$ cat config.mk
export PLATFORM = sky130hd
export DESIGN_NAME = prf_alloc_ctrl
export DESIGN_NICKNAME = d
export VERILOG_FILES = /design/src/rtl/prf_alloc_pkg.sv /design/src/rtl/prf_prefetch_fifo.sv /design/src/rtl/prf_alloc_ctrl.sv
export SDC_FILE = /design/constraint.sdc
export NUM_CORES = 1
export LEC_CHECK = 0
export ABC_AREA = 1
export BUFFER_PORTS_ARGS = -buffer_cell sky130_fd_sc_hd__buf_2
export CELL_PAD_IN_SITES_DETAIL_PLACEMENT = 1
export CELL_PAD_IN_SITES_GLOBAL_PLACEMENT = 1
export CORE_MARGIN = 5
export CORE_UTILIZATION = 39
export CTS_CLUSTER_DIAMETER = 100
export DETAILED_ROUTE_END_ITERATION = 8
export PLACE_DENSITY_LB_ADDON = 0.1
export SETUP_SLACK_MARGIN = 0.3
export SYNTH_ARGS = -nofsm -noshare
export SYNTH_HDL_FRONTEND = slang
export SYNTH_HIERARCHICAL = 1
export SYNTH_SLANG_ARGS = --single-unit
$ cat constraint.sdc
create_clock -name clk -period 2.8 [get_ports clk]
set_input_delay 0.56 -clock clk [delete_from_list [all_inputs] [get_ports clk]]
set_output_delay 0.56 -clock clk [all_outputs]
set_load 0.05 [all_outputs]
$ cat src/rtl/prf_alloc_pkg.sv
// Shared definitions for the physical-register allocation controller:
// default widths/capacities and the controller state encoding.
package prf_alloc_pkg;

  localparam int PREG_W   = 6;
  localparam int NUM_FREE = 32;
  localparam int PF_DEPTH = 2;

  typedef enum logic [1:0] {
    RUN    = 2'd0,
    FLUSH  = 2'd1,
    REFILL = 2'd2
  } prf_alloc_state_t;

endpackage

$ cat src/rtl/prf_prefetch_fifo.sv
// Small circular prefetch buffer holding free physical registers ahead of dispatch.
// Pointers carry an extra wrap bit so full and empty are distinguishable.
module prf_prefetch_fifo #(
  parameter int DEPTH = prf_alloc_pkg::PF_DEPTH,
  parameter int W     = prf_alloc_pkg::PREG_W
) (
  input  logic                     clk,
  input  logic                     rst,
  input  logic                     i_clear,
  input  logic                     i_push,
  input  logic [W-1:0]             i_push_data,
  input  logic                     i_pop,
  output logic [W-1:0]             o_head,
  output logic [$clog2(DEPTH):0]   o_occ
);

  localparam int AW = $clog2(DEPTH);
  localparam logic [AW:0] PTR_ONE = (AW+1)'(1);

  logic [W-1:0] r_mem [DEPTH];
  logic [AW:0]  r_wr_ptr;
  logic [AW:0]  r_rd_ptr;

  // Clear has priority over any push/pop issued in the same cycle.
  always_ff @(posedge clk) begin
    if (rst) begin
      r_wr_ptr <= '0;
      r_rd_ptr <= '0;
      for (int i = 0; i < DEPTH; i++) r_mem[i] <= '0;
    end else if (i_clear) begin
      r_wr_ptr <= '0;
      r_rd_ptr <= '0;
    end else begin
      if (i_push) begin
        r_mem[r_wr_ptr[AW-1:0]] <= i_push_data;
        r_wr_ptr                <= r_wr_ptr + PTR_ONE;
      end
      if (i_pop) r_rd_ptr <= r_rd_ptr + PTR_ONE;
    end
  end

  assign o_head = r_mem[r_rd_ptr[AW-1:0]];
  assign o_occ  = r_wr_ptr - r_rd_ptr;

endmodule

$ cat src/rtl/prf_alloc_ctrl.sv
// Allocation controller between rename/dispatch and the physical-register free list.
// Define PRF_ALLOC_STATS_EN to add the o_alloc_cnt / o_stall_cnt statistics outputs.
module prf_alloc_ctrl #(
  parameter int PREG_W   = prf_alloc_pkg::PREG_W,
  parameter int NUM_FREE = prf_alloc_pkg::NUM_FREE,
  parameter int PF_DEPTH = prf_alloc_pkg::PF_DEPTH
) (
  input  logic                      clk,
  input  logic                      rst,
  input  logic                      i_flush,
  input  logic                      i_alloc_ready,
  output logic                      o_alloc_valid,
  output logic [PREG_W-1:0]         o_alloc_preg,
  input  logic                      i_commit_valid,
  input  logic [PREG_W-1:0]         i_commit_preg,
  output logic [$clog2(NUM_FREE):0] o_free_count,
  output logic                      o_fl_r_en,
  input  logic [PREG_W-1:0]         i_fl_preg,
  input  logic                      i_fl_is_empty,
  output logic                      o_fl_w_en,
  output logic [PREG_W-1:0]         o_fl_freed_reg,
  output logic                      o_fl_flush
`ifdef PRF_ALLOC_STATS_EN
  ,
  output logic [31:0]               o_alloc_cnt,
  output logic [31:0]               o_stall_cnt
`endif
);

  import prf_alloc_pkg::*;

  localparam int CW = $clog2(NUM_FREE) + 1;
  localparam int OW = $clog2(PF_DEPTH) + 1;
  localparam logic [OW-1:0] OCC_FULL = OW'(PF_DEPTH);

  prf_alloc_state_t r_state;
  prf_alloc_state_t w_state_next;

  logic [OW-1:0]     w_occ;
  logic [OW-1:0]     w_occ_next;
  logic [PREG_W-1:0] w_head;
  logic              w_pop;
  logic              w_fl_r_en;
  logic              w_commit_take;
  logic [CW-1:0]     r_fl_cnt;
  logic              r_fl_w_en;
  logic [PREG_W-1:0] r_fl_freed_reg;

  prf_prefetch_fifo #(
    .DEPTH (PF_DEPTH),
    .W     (PREG_W)
  ) u_fifo (
    .clk         (clk),
    .rst         (rst),
    .i_clear     (i_flush),
    .i_push      (w_fl_r_en),
    .i_push_data (i_fl_preg),
    .i_pop       (w_pop),
    .o_head      (w_head),
    .o_occ       (w_occ)
  );

  assign o_alloc_valid = (r_state == RUN) && (w_occ != '0);
  assign w_pop         = o_alloc_valid && i_alloc_ready;
  // Refilling the slot vacated by a same-cycle pop keeps 1 allocation/cycle.
  assign w_fl_r_en     = !rst && !i_fl_is_empty && (r_state != FLUSH) &&
                         ((w_occ < OCC_FULL) || w_pop);
  assign w_occ_next    = w_occ + OW'(w_fl_r_en) - OW'(w_pop);
  assign w_commit_take = i_commit_valid && (i_commit_preg != '0) && !i_flush;

  always_ff @(posedge clk) begin
    if (rst) r_state <= REFILL;
    else     r_state <= w_state_next;
  end

  // REFILL exits on the occupancy after this cycle's fill, saving one bubble.
  always_comb begin
    w_state_next = r_state;
    if (i_flush) begin
      w_state_next = FLUSH;
    end else begin
      case (r_state)
        FLUSH:   w_state_next = REFILL;
        REFILL:  if ((w_occ_next == OCC_FULL) || (i_fl_is_empty && (w_occ_next != '0)))
                   w_state_next = RUN;
        default: w_state_next = r_state;
      endcase
    end
  end

  always_ff @(posedge clk) begin
    if (rst || (r_state == FLUSH)) r_fl_cnt <= CW'(NUM_FREE);
    else                           r_fl_cnt <= r_fl_cnt + CW'(r_fl_w_en) - CW'(w_fl_r_en);
  end

  always_ff @(posedge clk) begin
    if (rst) begin
      r_fl_w_en      <= 1'b0;
      r_fl_freed_reg <= '0;
    end else begin
      r_fl_w_en <= w_commit_take;
      if (w_commit_take) r_fl_freed_reg <= i_commit_preg;
    end
  end

  assign o_alloc_preg   = w_head;
  assign o_fl_r_en      = w_fl_r_en;
  assign o_fl_w_en      = r_fl_w_en;
  assign o_fl_freed_reg = r_fl_freed_reg;
  assign o_fl_flush     = (r_state == FLUSH);
  assign o_free_count   = r_fl_cnt + CW'(w_occ);

`ifdef PRF_ALLOC_STATS_EN
  logic [31:0] r_alloc_cnt;
  logic [31:0] r_stall_cnt;

  // Saturating counters, cleared only by reset so they survive flushes.
  always_ff @(posedge clk) begin
    if (rst) begin
      r_alloc_cnt <= '0;
      r_stall_cnt <= '0;
    end else begin
      if (w_pop && (r_alloc_cnt != '1)) r_alloc_cnt <= r_alloc_cnt + 32'd1;
      if (i_alloc_ready && !o_alloc_valid && (r_state == RUN) && (r_stall_cnt != '1))
        r_stall_cnt <= r_stall_cnt + 32'd1;
    end
  end

  assign o_alloc_cnt = r_alloc_cnt;
  assign o_stall_cnt = r_stall_cnt;
`else
  // Statistics counters are not built in this configuration.
`endif

endmodule

# == Word-level counts from Yosys, hierarchy flattened ==
# Memories as Yosys holds them, arrays and structs flattened. A register that Yosys moved wholly into a read port is not among the register bits.
# Cells that the tools add are included.
# totals
reg_bits,19
ramBits,12
input_bits,18
output_inout_bits,22
elab_cells,57
n_memories,1
# mem_list
memory,words,word_bits,rd,rd_ports_with_merged_regs,wr,line_no,text
u_fifo.r_mem,2,6,1,1,2,prf_prefetch_fifo.sv:20,logic [W-1:0] r_mem [DEPTH];
# op_classes
add_sub_neg,8
n_lt_le_gt_ge,1
n_eq_ne,5
muxes,14
reduce_logical,22
# op_table
op,count
2-to-1 mux 1 bit,10
logical AND 1 bit,8
adder 6 x 1 -> 6 bit,1
adder 6 x 2 -> 6 bit,1
2-to-1 mux 6 bit,1
nonzero test 6 bit,1
OR reduction 6 bit,1
subtractor 6 x 1 -> 6 bit,1
"adder 2 x 1 -> 2 bit, second input constant",2
"equality test 2 bit, second input constant",2
2-to-1 mux 2 bit,2
one-hot mux 2 bit (2 select lines),1
nonzero test 2 bit,2
logical NOT 1 bit,3
logical OR 1 bit,3
"inequality test 3 bit, second input constant",1
nonzero test 3 bit,1
adder 2 x 1 -> 2 bit,1
"equality test 2 x 1 -> 1 bit, second input constant",1
logical NOT 2 bit,1
"less-than comparator 2 bit, second input constant",1
"inequality test 2 x 1 -> 1 bit, second input constant",1
AND reduction 2 bit,1
OR reduction 2 bit,1
other kinds (2),2

# == Depth between registers and ports, before layout ==
# logic_depth
ltp_word,14
ltp_mapped,21
ltp_nobuf,21

# == By module ==
# The synthesis kept the hierarchy.
# modules_own_cells
mod,instances,cells_each,area_per_inst_um2,seq_area_each_um2
prf_alloc_ctrl,1,132,972.2,300.3
prf_prefetch_fifo,1,89,783.3,460.4

# == Worst setup path before layout ==
# Ideal clock, no wire load.
# synth_path
kind,reg2out
start,reg u_fifo.r_wr_ptr[0]
end,out o_free_count[4]
arrival_ns,2.225
t_required_ns,2.240
setup_slack_ns,0.015
stages_incl_launch_ff,11
path_buffers,0
path_cell_list,dfxtp_1 -> inv_1 -> ha_1 -> inv_1 -> nand2_1 -> nand2_1 -> inv_1 -> fa_1 -> inv_1 -> nand2_1 -> xor2_1
# synth_between
elab_chain_cells,2
# synth_lines
element,line_no,text
"start, declared",prf_prefetch_fifo.sv:21,logic [AW:0] r_wr_ptr;
"start signal, assigned",prf_prefetch_fifo.sv:36,r_wr_ptr <= r_wr_ptr + PTR_ONE;
subtractor 2 bit,prf_prefetch_fifo.sv:43,assign o_occ = r_wr_ptr - r_rd_ptr;
via w_occ[1],prf_alloc_ctrl.sv:39,logic [OW-1:0] w_occ;
adder 6 x 2 -> 6 bit,prf_alloc_ctrl.sv:111,assign o_free_count = r_fl_cnt + CW'(w_occ);
"end, declared",prf_alloc_ctrl.sv:16,"output logic [$clog2(NUM_FREE):0] o_free_count,"
# The timed path passes the listed nets, and every way through them passes these cells.

# == Worst setup path after layout ==
# layout_path
start,reg u_fifo.r_rd_ptr[1]
end,out o_free_count[5]
# layout_between
elab_chain_cells,2
# layout_lines
element,line_no,text
"start, declared",prf_prefetch_fifo.sv:22,logic [AW:0] r_rd_ptr;
"start signal, assigned",prf_prefetch_fifo.sv:38,if (i_pop) r_rd_ptr <= r_rd_ptr + PTR_ONE;
subtractor 2 bit,prf_prefetch_fifo.sv:43,
via w_occ[1],prf_alloc_ctrl.sv:39,
adder 6 x 2 -> 6 bit,prf_alloc_ctrl.sv:111,
# The timed path passes the listed nets, and every way through them passes these cells.

==> impl.org <==
** Worst setup path
- R2R setup slack :: 290 ps
- Crit path cell chain :: inv_2 > nand2_2 > nand2_2 > nand2_2 > nand2_2 > buf_6 > ha_4 > nand3_2 > nand2_2 > nand2_2 > xnor2_2 > buf_6
- Bufs and invs on worst path :: 3
- On the critical path the largest part of the delay comes from simple AND/OR/NAND/NOR gates.
- Among the stages of the critical path, the cell type that occurs most often is nand2_2.
- The worst register-to-register path ends at r_fl_cnt[4].
- Worst endpoint required time :: 2240 ps
- The critical path in this run is classified as flop to output port.
- STA classifies the critical path endpoint as an output port.
- R2R depth :: 21
- Kind of launch point of the worst setup path :: flop
- On the worst path, the slowest cell contributes a delay of 370 ps.
- Along the worst path, the maximum fanout reaches 4.
- Among all stages on the critical path, the largest delay is contributed by dfxtp_4.
- At the worst endpoint, the arrival time is 2030 ps.
- The startpoint identified for the worst register-to-register timing path is u_fifo/r_rd_ptr[1].

** Yosys
- Sequential area share after synthesis :: 43.34%
- In this run the cell area of the synthesized design comes to 1755 sq um.
- Post-synth cell types :: 27
- Cell types occupying the most area after synthesis :: dfxtp_1 (23%), edfxtp_1 (21%), inv_1 (8.8%)
- The share of synthesized area in the top cell type comes to 22.81%.
- YS warnings :: 6
- Async set or reset register ratio after synthesis :: 0%
- Most used flip-flop cell after synthesis :: dfxtp_1
- Net count of the mapped netlist :: 252
- A synthesized cell averages 7.943 sq um.
- Synthesized instance count :: 221
- Post-synthesis cell type with the largest combined area :: dfxtp_1
- After synthesis the netlist holds a flip-flop and latch count of 32.
- EDFF count, synth :: 12

** CTS
- Counting the buffers created by CTS gives 5.
- Clock transition time at the flip-flop clock pins of the worst setup and hold paths :: 60 ps
- TritonCTS Sinks :: 32
- Clock latency of the later-clocked register in the worst-skew pair :: 290 ps
- In this run the deepest clock path goes through 2 buffers.
- Max H-tree Level :: 2
- In this run the clock root is driven by a clkbuf_8.
- TritonCTS built the clock tree.

** Run status
- The flow ran to the end, and the final reports show no timing, DRC or antenna violations.

** Worst hold path
- Hold Crit Class :: flop to flop
- Start point of the worst hold path :: o_fl_freed_reg[1]
- The path with the worst hold slack has its endpoint at o_fl_freed_reg[1].
- Worst Hold Depth :: 2

** Cells and area
- The number of antenna diodes in the final layout is 0.
- From synthesis to final layout, the design area changed by 35.71%.
- Number of flip-flops under the largest register name :: 12
- The post-route netlist has 39.86% of its cells at a drive strength greater than 1.
- Leaving out fill and tap cells, the most frequent cell in the layout is nor2_1.
- Leading cell types in the layout, fill and taps excluded :: nor2_1 (39), buf_2 (33), inv_1 (30), nand2_1 (30), dfxtp_1 (16)
- At the end of the flow, the number of nets in the layout was 311.
- Final core utilization :: 54.71%

** STA
- Setup clock skew after layout :: 4.516 ps
- Number of endpoints failing setup at the final stage :: 0
- The worst path needs 2587 ps of the cycle, external delays included.
- The count of endpoints failing hold in the final timing report came to 0.
- RSZ-0062 raised after global routing :: yes
- In the finished design, the share of the clock period the worst path needs comes to 92.40%.
- Headroom to the max-slew limit came out at 78.91%.
- The number of max-slew violations in the final report was 0.
- Worst slew pin tran :: 316.0 ps
- Adding up every negative setup slack in the final design gives 0 ps.
- Timing would allow up to 0.3865 GHz.

** Floorplan
- The core region is 4354 sq um.
- Measured along the x axis, the die boundary spans 77.09 um.
- The die covers 5943 sq um.
- Row generation in the floorplan step produced 24 rows.
- 40 I/O pins were placed.
- Effective utilization at floorplan :: 40.32%
- Height of the die :: 77.09 um

** Pwr
- Largest voltage drop on the vdd net :: 0.3459 mV
- Net switching is 37.64% of the power.
- Combinational logic is responsible for 36.1% of the overall power.
- Clk pwr share :: 24.0%
- Overall power of the completed layout :: 1416 uW
- Cell internal power was estimated by the tool at 883.2 uW.
- Per report_power, the sequential group accounts for 39.9% of the total.
- Static Leakage :: 0.001179 uW
- Cell Pwr Density :: 594.6 nW/um^2
- Switching component of the power :: 533.2 uW

** Placement
- Detailed placement ended at an HPWL of 3235 um.
- In this run the tool buffered the top-level ports with 39 buffer cells.
- Routability congestion estimate :: 0.7708

** Routing
- The detail route stage leaves a number of antenna-violating nets equal to 0.
- Total Routed Length :: 4527 um
- Initial DRT Pass Iterations :: 4
- For this block, the via count after detailed routing is 1550.
- Number of design rule violations left after detail routing :: 0
- Via density :: 4.655
- The detailed router finished its first iteration with 86 violations.
- Dividing the detail-routed wire length by the instance count gives 13.59 um.

** Global routing
- After global routing the overflow that remains totals 0.
- Maximum number of pins on one net before global-route repair :: 13
- The via count of the first global-routing pass was 1576.
- The first global-routing pass estimated 7196 um of wire.
- Overall track demand over capacity in global routing :: 15.17%
- The number of antenna violations at the first check in global routing came to 0.

** Job
- The tool flagged a number of max-cap violations equal to 0.
[worst min-delay path, cell delays in order (launching register included)]
cell and delay, ps:
dfxtp_1 310, nand2_1 60, a21oi_1 50
[stage by stage]
stage	instance area [sq um]	setup WS [ps]	cells	hold WS, ps
after floorplan	1785	229.5	221	460.0
after global placement	2056	278.0	313	455.3
after detailed placement	2056	103.4	313	458.2
after CTS	2267	227.8	325	474.0
after global routing	2382	68.04	333	480.7
final	2382	212.9	333	465.3
[Yosys cell counts (2+ instances only)]
cell and count:
inv_1 41, nand2_1 39, nor2_1 39, dfxtp_1 20
edfxtp_1 12, ha_1 11, o21ai_0 11, nand3_1 9
a21oi_1 6, nand2_2 5, xor2_1 5, inv_2 3
fa_1 2, nand2_4 2, nor2_4 2, o21ai_1 2
xnor2_1 2
[area by class of cell]
| class | instances | area (sq um) |
|---|---|---|
| tap | 52 | 65.06 |
| fill | 541 | 1972 |
| clock inverter | 1 | 3.754 |
| timing repair buffer | 53 | 341.6 |
| sequential | 32 | 773.2 |
| clock buffer | 7 | 76.32 |
| inverter | 44 | 171.4 |
| multi-input combinational | 144 | 950.9 |
[routing by layer]
layer | part of all wire [%] | global-route usage, % | vias to the layer above
met4 | 2.2 | 6.186 | 0
met5 | 0 | 0 | -
met2 | 51 | 25.38 | 27
li1 | - | - | 795
met3 | 3.9 | 4.684 | 8
met1 | 43 | 17.96 | 720
[power groups by stage]
stage	logic, uW	clock network, uW	registers [uW]
final	511	340	565
after global routing	569	377	571
after CTS	481	356	565
after detailed placement	452	0	575
after global placement	443	0	574
after floorplan	335	0	585
[repair_timing]
item                       CTS  global route
buffers inserted             4             8
setup endpoints to repair    7             7
hold buffers                 0             0
pin swaps                   10            15
resized for setup           33            22
[logic make-up (layout without fill, tap and decap cells)]
logic type / count (synthesis) / in the layout / synth area share, %
adders and majority gates: 13 / 13 / 10.12
AOI/OAI and AO/OA: 21 / 21 / 6.344
buffers and inverters: 45 / 105 / 9.693
xor gates and xnor gates: 7 / 7 / 3.493
and+or+nand+nor: 103 / 103 / 27.01
DFF: 32 / 32 / 43.34
[how the worst max path moves through the flow]
stage,start,endpoint,cells past startpoint
global placement,u_fifo/r_wr_ptr[0],r_fl_cnt[4],20
floorplan,u_fifo/r_wr_ptr[0],o_free_count[4],10
finish,u_fifo/r_rd_ptr[1],o_free_count[5],12
global route,u_fifo/r_rd_ptr[1],r_fl_cnt[4],21
detailed placement,u_fifo/r_wr_ptr[0],r_fl_cnt[4],20
CTS,u_fifo/r_rd_ptr[0],o_free_count[4],9
(Power assumes the default switching activity.)
